--- config.mk ---
export PLATFORM = sky130hd
export DESIGN_NAME = lsu_unit_flat
export DESIGN_NICKNAME = d
export VERILOG_FILES = /design/src/rtl/lsu_unit_if.sv /design/src/rtl/lsu_unit.sv /design/src/flat_wrapper.sv
export SDC_FILE = /design/constraint.sdc
export NUM_CORES = 1
export LEC_CHECK = 0
export CAP_MARGIN = 40
export CORE_MARGIN = 2
export CORE_UTILIZATION = 38
export CTS_CLUSTER_SIZE = 8
export DETAILED_ROUTE_END_ITERATION = 10
export PLACE_DENSITY = 0.71
export RECOVER_POWER = 25
export SETUP_SLACK_MARGIN = 0.15
export SLEW_MARGIN = 30
export SYNTH_ARGS = -nofsm -noshare
export SYNTH_HDL_FRONTEND = slang
export SYNTH_SLANG_ARGS = --single-unit
--- constraint.sdc ---
create_clock -name clk -period 2.27 [get_ports clk]
set_input_delay 0.3405 -clock clk [delete_from_list [all_inputs] [get_ports clk]]
set_output_delay 0.3405 -clock clk [all_outputs]
set_load 0.05 [all_outputs]
--- src/rtl/lsu_unit_if.sv ---
// Byte-wide memory bus with a valid/ready handshake between the load/store unit
// (master) and the memory (slave).
interface lsu_unit_if;
   logic        mem_valid;
   logic        mem_we;
   logic [15:0] mem_addr;
   logic [7:0]  mem_wdata;
   logic        mem_ready;
   logic [7:0]  mem_rdata;

   modport master (
      output mem_valid, mem_we, mem_addr, mem_wdata,
      input  mem_ready, mem_rdata
   );

   modport slave (
      input  mem_valid, mem_we, mem_addr, mem_wdata,
      output mem_ready, mem_rdata
   );
endinterface

--- src/rtl/lsu_unit.sv ---
// Single-outstanding load/store unit: latches a request, runs one memory handshake
// with a bounded wait, then pulses a one-cycle response with register/pointer write-back.
module lsu_unit #(
   parameter int TIMEOUT = 255
) (
   input  logic        clk,
   input  logic        reset,
   input  logic        req,
   input  logic        op_store,
   input  logic [15:0] ptr,
   input  logic [7:0]  st_data,
   input  logic [3:0]  dst_sel,
   input  logic        inc,
   output logic        busy,
   output logic        done,
   output logic        err,
   output logic        rf_we,
   output logic [3:0]  rf_sel,
   output logic [7:0]  rf_din,
   output logic        ptr_we,
   output logic [15:0] ptr_out,
   lsu_unit_if.master  mem
);

   typedef enum logic [1:0] {IDLE, ACCESS, RESP} state_t;

   localparam logic [7:0] LAST_WAIT = 8'(TIMEOUT - 1);

   state_t      state_q, state_d;
   logic [7:0]  wait_cnt;
   logic [15:0] ptr_q;
   logic [7:0]  wdata_q;
   logic [7:0]  rdata_q;
   logic [3:0]  dst_q;
   logic        store_q;
   logic        inc_q;
   logic        err_q;
   logic        accept;
   logic        handshake;
   logic        timeout;
   logic        in_access;
   logic        in_resp;

   // NOTE: reset is asynchronous so the bus drops the moment reset asserts;
   // state uses <= so every register samples pre-edge values.
   always_ff @(posedge clk or negedge reset) begin
      if (!reset) state_q <= IDLE;
      else        state_q <= state_d;
   end

   // NOTE: every variable gets a default before the case so no path infers a latch.
   always_comb begin
      state_d   = state_q;
      accept    = 1'b0;
      handshake = 1'b0;
      timeout   = 1'b0;
      case (state_q)
         IDLE: begin
            if (req) begin
               accept  = 1'b1;
               state_d = ACCESS;
            end
         end
         ACCESS: begin
            if (mem.mem_ready) begin
               handshake = 1'b1;
               state_d   = RESP;
            end else if (wait_cnt == LAST_WAIT) begin
               timeout = 1'b1;
               state_d = RESP;
            end
         end
         RESP:    state_d = IDLE;
         default: state_d = IDLE;
      endcase
   end

   always_ff @(posedge clk or negedge reset) begin
      if (!reset) begin
         wait_cnt <= '0;
         ptr_q    <= '0;
         wdata_q  <= '0;
         rdata_q  <= '0;
         dst_q    <= '0;
         store_q  <= 1'b0;
         inc_q    <= 1'b0;
         err_q    <= 1'b0;
      end else begin
         if (accept) begin
            wait_cnt <= '0;
            ptr_q    <= ptr;
            wdata_q  <= st_data;
            dst_q    <= dst_sel;
            store_q  <= op_store;
            inc_q    <= inc;
            err_q    <= 1'b0;
         end
         if (state_q == ACCESS && !mem.mem_ready) wait_cnt <= wait_cnt + 8'd1;
         if (handshake && !store_q) rdata_q <= mem.mem_rdata;
         if (timeout) err_q <= 1'b1;
      end
   end

   assign in_access = (state_q == ACCESS);
   assign in_resp   = (state_q == RESP);

   assign mem.mem_valid = in_access;
   assign mem.mem_we    = in_access & store_q;
   assign mem.mem_addr  = in_access ? ptr_q : 16'h0000;
   assign mem.mem_wdata = in_access ? wdata_q : 8'h00;

   // Write-back strobes are qualified by the error flag; data buses stay zero unless strobed.
   assign busy    = in_access | in_resp;
   assign done    = in_resp;
   assign err     = in_resp & err_q;
   assign rf_we   = in_resp & ~store_q & ~err_q;
   assign rf_sel  = rf_we ? dst_q : 4'h0;
   assign rf_din  = rf_we ? rdata_q : 8'h00;
   assign ptr_we  = in_resp & inc_q & ~err_q;
   assign ptr_out = ptr_we ? (ptr_q + 16'd1) : 16'h0000;

endmodule

--- src/flat_wrapper.sv ---
// flat-port wrapper written by rule: the top's interface ports become plain ports
module lsu_unit_flat 
#(
   parameter int TIMEOUT = 255
)
  (clk, reset, req, op_store, ptr, st_data, dst_sel, inc, busy, done, err, rf_we, rf_sel, rf_din, ptr_we, ptr_out, mem_mem_valid, mem_mem_we, mem_mem_addr, mem_mem_wdata, mem_mem_ready, mem_mem_rdata);
  lsu_unit_if mem_i ();
  input  logic clk;
  input  logic reset;
  input  logic req;
  input  logic op_store;
  input  logic [15:0] ptr;
  input  logic [7:0] st_data;
  input  logic [3:0] dst_sel;
  input  logic inc;
  output logic busy;
  output logic done;
  output logic err;
  output logic rf_we;
  output logic [3:0] rf_sel;
  output logic [7:0] rf_din;
  output logic ptr_we;
  output logic [15:0] ptr_out;
  output wire logic [$bits(mem_i.mem_valid)-1:0] mem_mem_valid;
  output wire logic [$bits(mem_i.mem_we)-1:0] mem_mem_we;
  output wire logic [$bits(mem_i.mem_addr)-1:0] mem_mem_addr;
  output wire logic [$bits(mem_i.mem_wdata)-1:0] mem_mem_wdata;
  input wire logic [$bits(mem_i.mem_ready)-1:0] mem_mem_ready;
  input wire logic [$bits(mem_i.mem_rdata)-1:0] mem_mem_rdata;
  assign mem_mem_valid = mem_i.mem_valid;
  assign mem_mem_we = mem_i.mem_we;
  assign mem_mem_addr = mem_i.mem_addr;
  assign mem_mem_wdata = mem_i.mem_wdata;
  assign mem_i.mem_ready = mem_mem_ready;
  assign mem_i.mem_rdata = mem_mem_rdata;
  lsu_unit #(.TIMEOUT(TIMEOUT)) u_core (.clk(clk), .reset(reset), .req(req), .op_store(op_store), .ptr(ptr), .st_data(st_data), .dst_sel(dst_sel), .inc(inc), .busy(busy), .done(done), .err(err), .rf_we(rf_we), .rf_sel(rf_sel), .rf_din(rf_din), .ptr_we(ptr_we), .ptr_out(ptr_out), .mem(mem_i));
endmodule
# After elaboration in Yosys (flattened, before gate mapping)
# Cells that the tools add are included.
# totals
regBits,49
output_inout_bits,59
# classes
eq_ne,5
n_addsub,2
n_bitwise,9
n_mux,20
reduce_logical,8
# ops
op,n
two-way mux 16 bit,2
two-way mux 8 bit,4
"adder 16 x 1 -> 16 bit, second input constant",1
two-way mux 1 bit,9
"adder 8 x 1 -> 8 bit, second input constant",1
"equality test 8 bit, second input constant",1
AND 1 bit,6
two-way mux 2 bit,3
two-way mux 4 bit,1
case mux 2 bit (2 select lines),1
nonzero test 2 bit,2
"inequality test 3 bit, second input constant",1
"equality test 2 x 1 -> 1 bit, second input constant",1
"equality test 2 bit, second input constant",1
logical AND 1 bit,2
zero test 1 bit,2
zero test 2 bit,1
"inequality test 2 bit, second input constant",1
NOT 1 bit,2
AND reduction 2 bit,1
bitwise OR 1 bit,1

# Logic depth before layout (Yosys ltp)
# Gate-level depths: netlist of run 1.
# depth
depth_word,5
depth_mapped,7

# Worst setup path before layout of run 1
# OpenSTA, ideal clock, no wires.
# synth_path
kind,register -> output
start,reg u_core.state_q[0]
end,out ptr_out[13]
stages_incl_launch_ff,8
arrival_ns,2.601
path_slack_ns,-0.672
required_ns,1.929
path_cell_list,dfrtp_1 -> inv_1 -> ha_1 -> nand3b_2 -> inv_1 -> buf_2 -> nand2b_1 -> mux2i_1
# synth_between
elab_chain_cells,4
# synth_rtl
item,line_no,rtl
from (decl),lsu_unit.sv:29,"state_t state_q, state_d;"
from (signal assigned),lsu_unit.sv:48,else state_q <= state_d;
equality test 2 bit,lsu_unit.sv:105,assign in_resp = (state_q == RESP);
via done,flat_wrapper.sv:17,output logic done;
AND 1 bit (2 in a row),lsu_unit.sv:119,assign ptr_we = in_resp & inc_q & ~err_q;
via ptr_we,flat_wrapper.sv:22,output logic ptr_we;
two-way mux 16 bit,lsu_unit.sv:120,assign ptr_out = ptr_we ? (ptr_q + 16'd1) : 16'h0000;
to (decl),flat_wrapper.sv:23,output logic [15:0] ptr_out;
# The timed path passes the listed nets, and every way through them passes these cells.

# Worst setup path after layout of run 1
# layout_path
start,reg u_core.ptr_q[1]
end,out ptr_out[9]
# layout_between
elab_chain_cells,2
# layout_rtl
item,line_no,rtl
from (decl),lsu_unit.sv:31,logic [15:0] ptr_q;
from (signal assigned),lsu_unit.sv:91,ptr_q <= ptr;
adder 16 x 1 -> 16 bit,lsu_unit.sv:120,
two-way mux 16 bit,lsu_unit.sv:120,
# No other way between the ends.

==> results of run 1 <==
-- kinds of logic after synthesis --
| kind of cell | count (synthesis) | share of synthesized area |
|---|---|---|
| and+or+nand+nor | 102 | 0.228 |
| xor gates and xnor gates | 3 | 0.00957 |
| adders and majority gates | 7 | 0.0319 |
| AOI/OAI and AO/OA | 27 | 0.0602 |
| muxes | 47 | 0.189 |
| DFF | 49 | 0.447 |
| buffers and inverters | 20 | 0.0342 |
-- final cells by class --
class	instances	area share
timing repair buffer	136	0.366
multi-input combinational	188	0.341
sequential	49	0.245
tap	96	0.0239
clock buffer	6	0.0144
inverter	7	0.00597
clock inverter	2	0.00199
timing repair inverter	1	0.00149
-- registers in the layout, indices dropped and copies added, names as in the netlist --
name             flops
u_core.dst_q         4
u_core.err_q         1
u_core.wdata_q       8
u_core.store_q       1
u_core.state_q       2
u_core.inc_q         1
u_core.rdata_q       8
u_core.wait_cnt      8
u_core.ptr_q        16
-- synthesized netlist by cell type, types with 2 or more instances --
| cell type | instances |
|---|---|
| a21oi_1 | 8 |
| and2_1 | 39 |
| and3_1 | 2 |
| buf_2 | 4 |
| clkbuf_1 | 7 |
| dfrtp_1 | 49 |
| ha_1 | 7 |
| inv_1 | 7 |
| mux2_2 | 39 |
| mux2i_1 | 8 |
| nand2_1 | 14 |
| nand2b_1 | 6 |
| nand3_1 | 10 |
| nand4_1 | 2 |
| nor2_1 | 5 |
| nor2b_1 | 2 |
| nor3_1 | 2 |
| nor3b_1 | 2 |
| nor4_1 | 4 |
| o211ai_1 | 2 |
| o21a_1 | 2 |
| o21ai_0 | 8 |
| o31ai_1 | 4 |
| or3_1 | 2 |
| or4_1 | 5 |
| xnor2_1 | 2 |
-- final timing paths --
check	start	to	slack (ns)	cells past startpoint
max	u_core.ptr_q[1]	ptr_out[9]	0.05	5
min	reset	u_core.store_q	0.43	1
max reg2reg	u_core.state_q[0]	u_core.wdata_q[6]	0.41	6
min reg2reg	u_core.wait_cnt[7]	u_core.wait_cnt[7]	0.47	1
max in group asynchronous	reset	u_core.wdata_q[4]	0.56	2
min in group clk	u_core.wait_cnt[7]	u_core.wait_cnt[7]	0.47	1
-- timing repair --
action                                  CTS  global route
setup buffers                            10            10
gates resized for setup                  20            28
endpoints found under the setup margin   26            53
gates cloned                              3             2
pin swaps                                 6            10
-- worst max-delay path: stages (launching register included) --
cell,delay (ns)
dfrtp_1,0.42
buf_4,0.17
nand4_4,0.19
or4_4,0.49
a21oi_4,0.17
buf_12,0.15
-- metrics by stage --
step,setup WS (ns),setup TNS (ns)
finish,0.0453,0
global route,-0.0315,-0.0760
CTS,0.0757,0
detailed placement,0.217,0
global placement,0.255,0
floorplan,0.114,0
-- metal layers --
metal / vias up / share of wire
met3: 4 / 0.051
li1: 1172 / -
met5: - / 0
met4: 0 / 0.0039
met2: 75 / 0.52
met1: 1227 / 0.43
-- power groups by stage --
stage / combinational, uW / sequential [uW] / clock (uW)
2_1_floorplan: 2330 / 1520 / 0
3_3_place_gp: 3950 / 1610 / 0
3_5_place_dp: 4010 / 1660 / 0
4_1_cts: 4240 / 1650 / 515
5_1_grt: 4740 / 1750 / 551
6_report: 4490 / 1690 / 494
==> impl_metrics.env, run 1 <==
export IMPL_outcome="finished, violations left"
export IMPL_violations="capacitance limit, slew limit"
export IMPL_synth_cells=255
export IMPL_finalClockSkew_ns=0.00867
export IMPL_p_int_uw=3680
export IMPL_gr_usage_met2=0.335
export IMPL_wl_mm=7.98
export IMPL_syn_nets=304
export IMPL_async_flop_share=1.00
export IMPL_final_cells=485
export IMPL_initial_core_util=0.397
export IMPL_hold_path_class="in2async"
export IMPL_drtIter0Drc=78
export IMPL_hold_viol=0
export IMPL_clk_latency_ns=0.29
export IMPL_setup_viol_count_final=0
export IMPL_wl_per_cell_um=16.5
export IMPL_yosys_warnings=0
export IMPL_cts_hold_fix_buffers=0
export IMPL_firstDrtPassIters=4
export IMPL_period_share=0.980
export IMPL_syn_area_um2=2750
export IMPL_port_buffers=100
export IMPL_nets=437
export IMPL_grt_max_degree=31
export IMPL_clock_sinks=49
export IMPL_cap_violations=1
export IMPL_multi_input_area_um2=1720
export IMPL_antenna_found_initial=0
export IMPL_core_area_um2=6910
export IMPL_fillerInstances=489
export IMPL_swShare=0.449
export IMPL_p_per_area_nw_per_um2=1330
export IMPL_syn_area_per_cell_um2=10.8
export IMPL_total_power_uw=6680
export IMPL_gp_congestion=0.852
export IMPL_place_hpwl_mm=5.49
export IMPL_detail_route_antenna_nets=0
export IMPL_synth_ff_latch_count=49
export IMPL_synth_edf_count=0
export IMPL_p_clk_frac=0.074
export IMPL_grt_pass1_vias=2493
export IMPL_min_period_ns=2.22
export IMPL_dieHeight_um=89.0
export IMPL_grt_pass1_wl_mm=12.3
export IMPL_synth_top_area_share=0.447
export IMPL_grtUsageMet3=0.0462
export IMPL_synthFlopType="dfrtp_1"
export IMPL_clk_pin_slew_ns=0.09
export IMPL_p_switching_uw=3000
export IMPL_rows=30
export IMPL_syn2layout_area_growth_pct=83.4
export IMPL_p_comb_frac=0.673
export IMPL_busiest_layer="met2"
export IMPL_post_route_util=0.729
export IMPL_ctsLongestPathBuffers=2
export IMPL_cp_end_kind="output port"
export IMPL_cts_buffers=5
export IMPL_synth_cell_types=39
export IMPL_layout_commonest_cell="buf_12"
export IMPL_seqPwrFrac=0.253
export IMPL_yosys_area_top_type="dfrtp_1"
export IMPL_final_area_um2=5030
export IMPL_mostFrequentLayoutCells="buf_12, dfrtp_1, clkdlybuf4s50_1"
export IMPL_met1_usage=0.261
export IMPL_grt_use_total=0.197
export IMPL_drive_gt1_frac=0.499
export IMPL_cts_tree="built"
export IMPL_critPathRequiredTime_ns=1.93
export IMPL_p_leak_uw=0.00207
export IMPL_die_width_um=89.0
export IMPL_worst_setup_path_type="reg2out"
export IMPL_seq_area_um2=1230
export IMPL_cts_root_buf="clkbuf_8"
export IMPL_synth_seq_area_share=0.447
export IMPL_ir_drop_uv=675
export IMPL_max_freq_ghz=0.450
export IMPL_insertedDiodeCount=0
export IMPL_drc=0
export IMPL_cts_max_level=2
export IMPL_crit_arrival_ns=1.88
export IMPL_whs_ns=0.428
export IMPL_timing_worst_slew_pin_value_ns=1.59
export IMPL_slew_viol_final=31
export IMPL_placed_area_um2=4580
export IMPL_crit_fanout=5
export IMPL_startpoint_type="flip-flop"
export IMPL_vias_per_cell=5.11
export IMPL_die_area_um2=7920
export IMPL_vias=2478
export IMPL_rsz0062_at_grt="true"
export IMPL_relSlewSlack=-0.0575
export IMPL_dp_cells=452
export IMPL_overflow=0
export IMPL_io_pins=101
export IMPL_synth_area_leaders="dfrtp_1, mux2_2, and2_1, ha_1, mux2i_1"
No activity file was read; power rests on OpenSTA's default activity.
==> run 2: changes to the inputs <==
--- a/config.mk
+++ b/config.mk
@@ -6,7 +6,7 @@
 export NUM_CORES = 1
 export LEC_CHECK = 0
 export CAP_MARGIN = 40
-export CORE_MARGIN = 2
+export CORE_MARGIN = 5
 export CORE_UTILIZATION = 38
 export CTS_CLUSTER_SIZE = 8
 export DETAILED_ROUTE_END_ITERATION = 10
==> run 2 against run 1 <==
Routed wire length grew 8.8%. Utilization shrank 0.84 points. Flip-flop and latch count is the same. Non-clock buffer count grew 3. Total power grew 4.8%. Sequential share of layout area shrank 0.44 points. Critical path depth grew 2. Maximum frequency shrank 0.52%. First-iteration DRC count shrank 41%. Via count grew 1.0%. Critical path type unchanged. The flow now finishes without violations. Cell count grew 1.0%.
==> impl_metrics.env, run 2 (same netlist as run 1, synthesis figures left out) <==
export IMPL_outcome="complete, no violations"
export IMPL_drtIter0Drc=46
export IMPL_setup_ws_ns=0.0337
export IMPL_fillerInstances=505
export IMPL_dieHeight_um=95.0
export IMPL_max_freq_ghz=0.447
export IMPL_vias_per_cell=5.11
export IMPL_p_per_area_nw_per_um2=1360
export IMPL_clk_pin_slew_ns=0.09
export IMPL_wl_per_cell_um=17.7
export IMPL_insertedDiodeCount=0
export IMPL_whs_ns=0.376
export IMPL_final_area_um2=5140
export IMPL_antenna_found_initial=0
export IMPL_period_share=0.985
export IMPL_rsz0062_at_grt="true"
export IMPL_hold_path_class="in2async"
export IMPL_io_pins=101
export IMPL_startpoint_type="flip-flop"
export IMPL_mostFrequentLayoutCells="buf_12, clkdlybuf4s50_1, dfrtp_1"
export IMPL_setup_viol_count_final=0
export IMPL_timing_worst_slew_pin_value_ns=1.48
export IMPL_layout_commonest_cell="buf_12"
export IMPL_cts_max_level=2
export IMPL_cts_buffers=5
export IMPL_grt_max_degree=27
export IMPL_cts_root_buf="clkbuf_8"
export IMPL_port_buffers=100
export IMPL_syn2layout_area_growth_pct=87.3
export IMPL_reg2reg_depth=6
export IMPL_relSlewSlack=0.0149
export IMPL_timing_rr_end="u_core.ptr_q[4]"
export IMPL_cts_tree="built"
export IMPL_slew_viol_final=0
export IMPL_grt_pass1_vias=2510
export IMPL_rrSetupSlack_ns=0.48
export IMPL_cts_hold_fix_buffers=0
export IMPL_largest_register="u_core.ptr_q"
export IMPL_critPathRequiredTime_ns=1.93
export IMPL_cap_violations=0
export IMPL_detail_route_antenna_nets=0
export IMPL_rows=31
export IMPL_nets=439
export IMPL_reg2reg_from="u_core.state_q[0]"
export IMPL_place_ws_ns=0.203
export IMPL_finalClockSkew_ns=0.00340
export IMPL_p_leak_uw=0.00213
export IMPL_vias=2503
export IMPL_crit_arrival_ns=1.90
export IMPL_overflow=0
export IMPL_hold_viol=0
export IMPL_drc=0
export IMPL_largest_reg_flops=16
export IMPL_clock_sinks=49
export IMPL_wl_mm=8.68
export IMPL_initial_core_util=0.385
export IMPL_grt_pass1_wl_mm=12.7
export IMPL_ir_drop_uv=641
export IMPL_min_period_ns=2.24
export IMPL_placed_area_um2=4550
export IMPL_gp_congestion=0.855
export IMPL_worst_setup_path_type="reg2out"
export IMPL_cp_end_kind="output port"
export IMPL_core_area_um2=7140
export IMPL_firstDrtPassIters=4
export IMPL_place_hpwl_mm=5.87
export IMPL_grt_use_total=0.181
export IMPL_crit_fanout=7
export IMPL_die_area_um2=9020
export IMPL_ctsLongestPathBuffers=2
export IMPL_clk_latency_ns=0.30
export IMPL_die_width_um=95.0
export IMPL_drive_gt1_frac=0.512
-- run 2: cell count changes in the layout (fill, tap and decap cells not counted), sizes merged --
cell,previous run,this run
clkbuf,9,8
bufinv,0,2
buf,92,95
clkinv,2,1
nand3,12,11
-- run 2: metal layers --
layer / global-route usage / vias up / part of all wire
li1: - / 1166 / -
met2: 0.322 / 84 / 0.52
met4: 0.0373 / 0 / 0.016
met5: 0 / - / 0
met1: 0.215 / 1240 / 0.40
met3: 0.0526 / 13 / 0.069
-- run 2: final cells by class --
| cell class | instances | area, um2 | area share |
|---|---|---|---|
| timing repair inverter | 1 | 7.51 | 0.00146 |
| clock buffer | 5 | 68.8 | 0.0134 |
| sequential | 49 | 1240 | 0.241 |
| clock inverter | 3 | 65.1 | 0.0127 |
| multi-input combinational | 187 | 1740 | 0.338 |
| inverter | 7 | 30.0 | 0.00584 |
| timing repair buffer | 139 | 1870 | 0.364 |
| tap | 99 | 124 | 0.0241 |
-- run 2: worst max path at each step --
stage / startpoint / endpoint / slack [ns] / cells after the start
2_1_floorplan: u_core.state_q[0] / ptr_out[5] / 0.11 / 4
3_3_place_gp: u_core.ptr_q[0] / ptr_out[10] / 0.25 / 5
3_5_place_dp: u_core.ptr_q[0] / ptr_out[10] / 0.20 / 5
4_1_cts: u_core.ptr_q[1] / ptr_out[10] / 0.09 / 5
5_1_grt: u_core.ptr_q[0] / ptr_out[10] / -0.03 / 7
6_report: u_core.ptr_q[0] / ptr_out[10] / 0.03 / 7
-- run 2: timing repair --
item,4_1_cts,5_1_grt
cloned,2,1
endpoints found under the setup margin,28,50
pin swaps,8,13
setup buffers,11,13
resized for setup,24,40
-- run 2: power by group --
part	switching (uW)	internal (uW)
logic	2360	2220
clock network	301	438
registers	403	1270
total	3070	3930
-- run 2: per-stage QoR --
step,TNS (ns),util,power [uW],cells
global placement,0,0.638,5530,455
finish,0,0.720,7000,490
global route,-0.0476,0.720,7340,490
floorplan,0,-,3860,255
detailed placement,0,0.638,5630,455
CTS,0,0.684,6630,476
-- run 2: worst max-delay path, stage by stage (launching register included) --
cell and delay, ns:
dfrtp_2 0.40, ha_4 0.15, nand3_4 0.13, buf_6 0.16, buf_4 0.13, o31ai_2 0.35
a21oi_4 0.11, buf_12 0.16
==> run 3: changes to the inputs <==
--- a/config.mk
+++ b/config.mk
@@ -13,7 +13,7 @@
 export PLACE_DENSITY = 0.71
 export RECOVER_POWER = 25
 export SETUP_SLACK_MARGIN = 0.15
-export SLEW_MARGIN = 30
+export SLEW_MARGIN = 20
 export SYNTH_ARGS = -nofsm -noshare
 export SYNTH_HDL_FRONTEND = slang
 export SYNTH_SLANG_ARGS = --single-unit
==> results of run 3 <==
The final DEF is identical to that of run 2; final timing and power are the same.
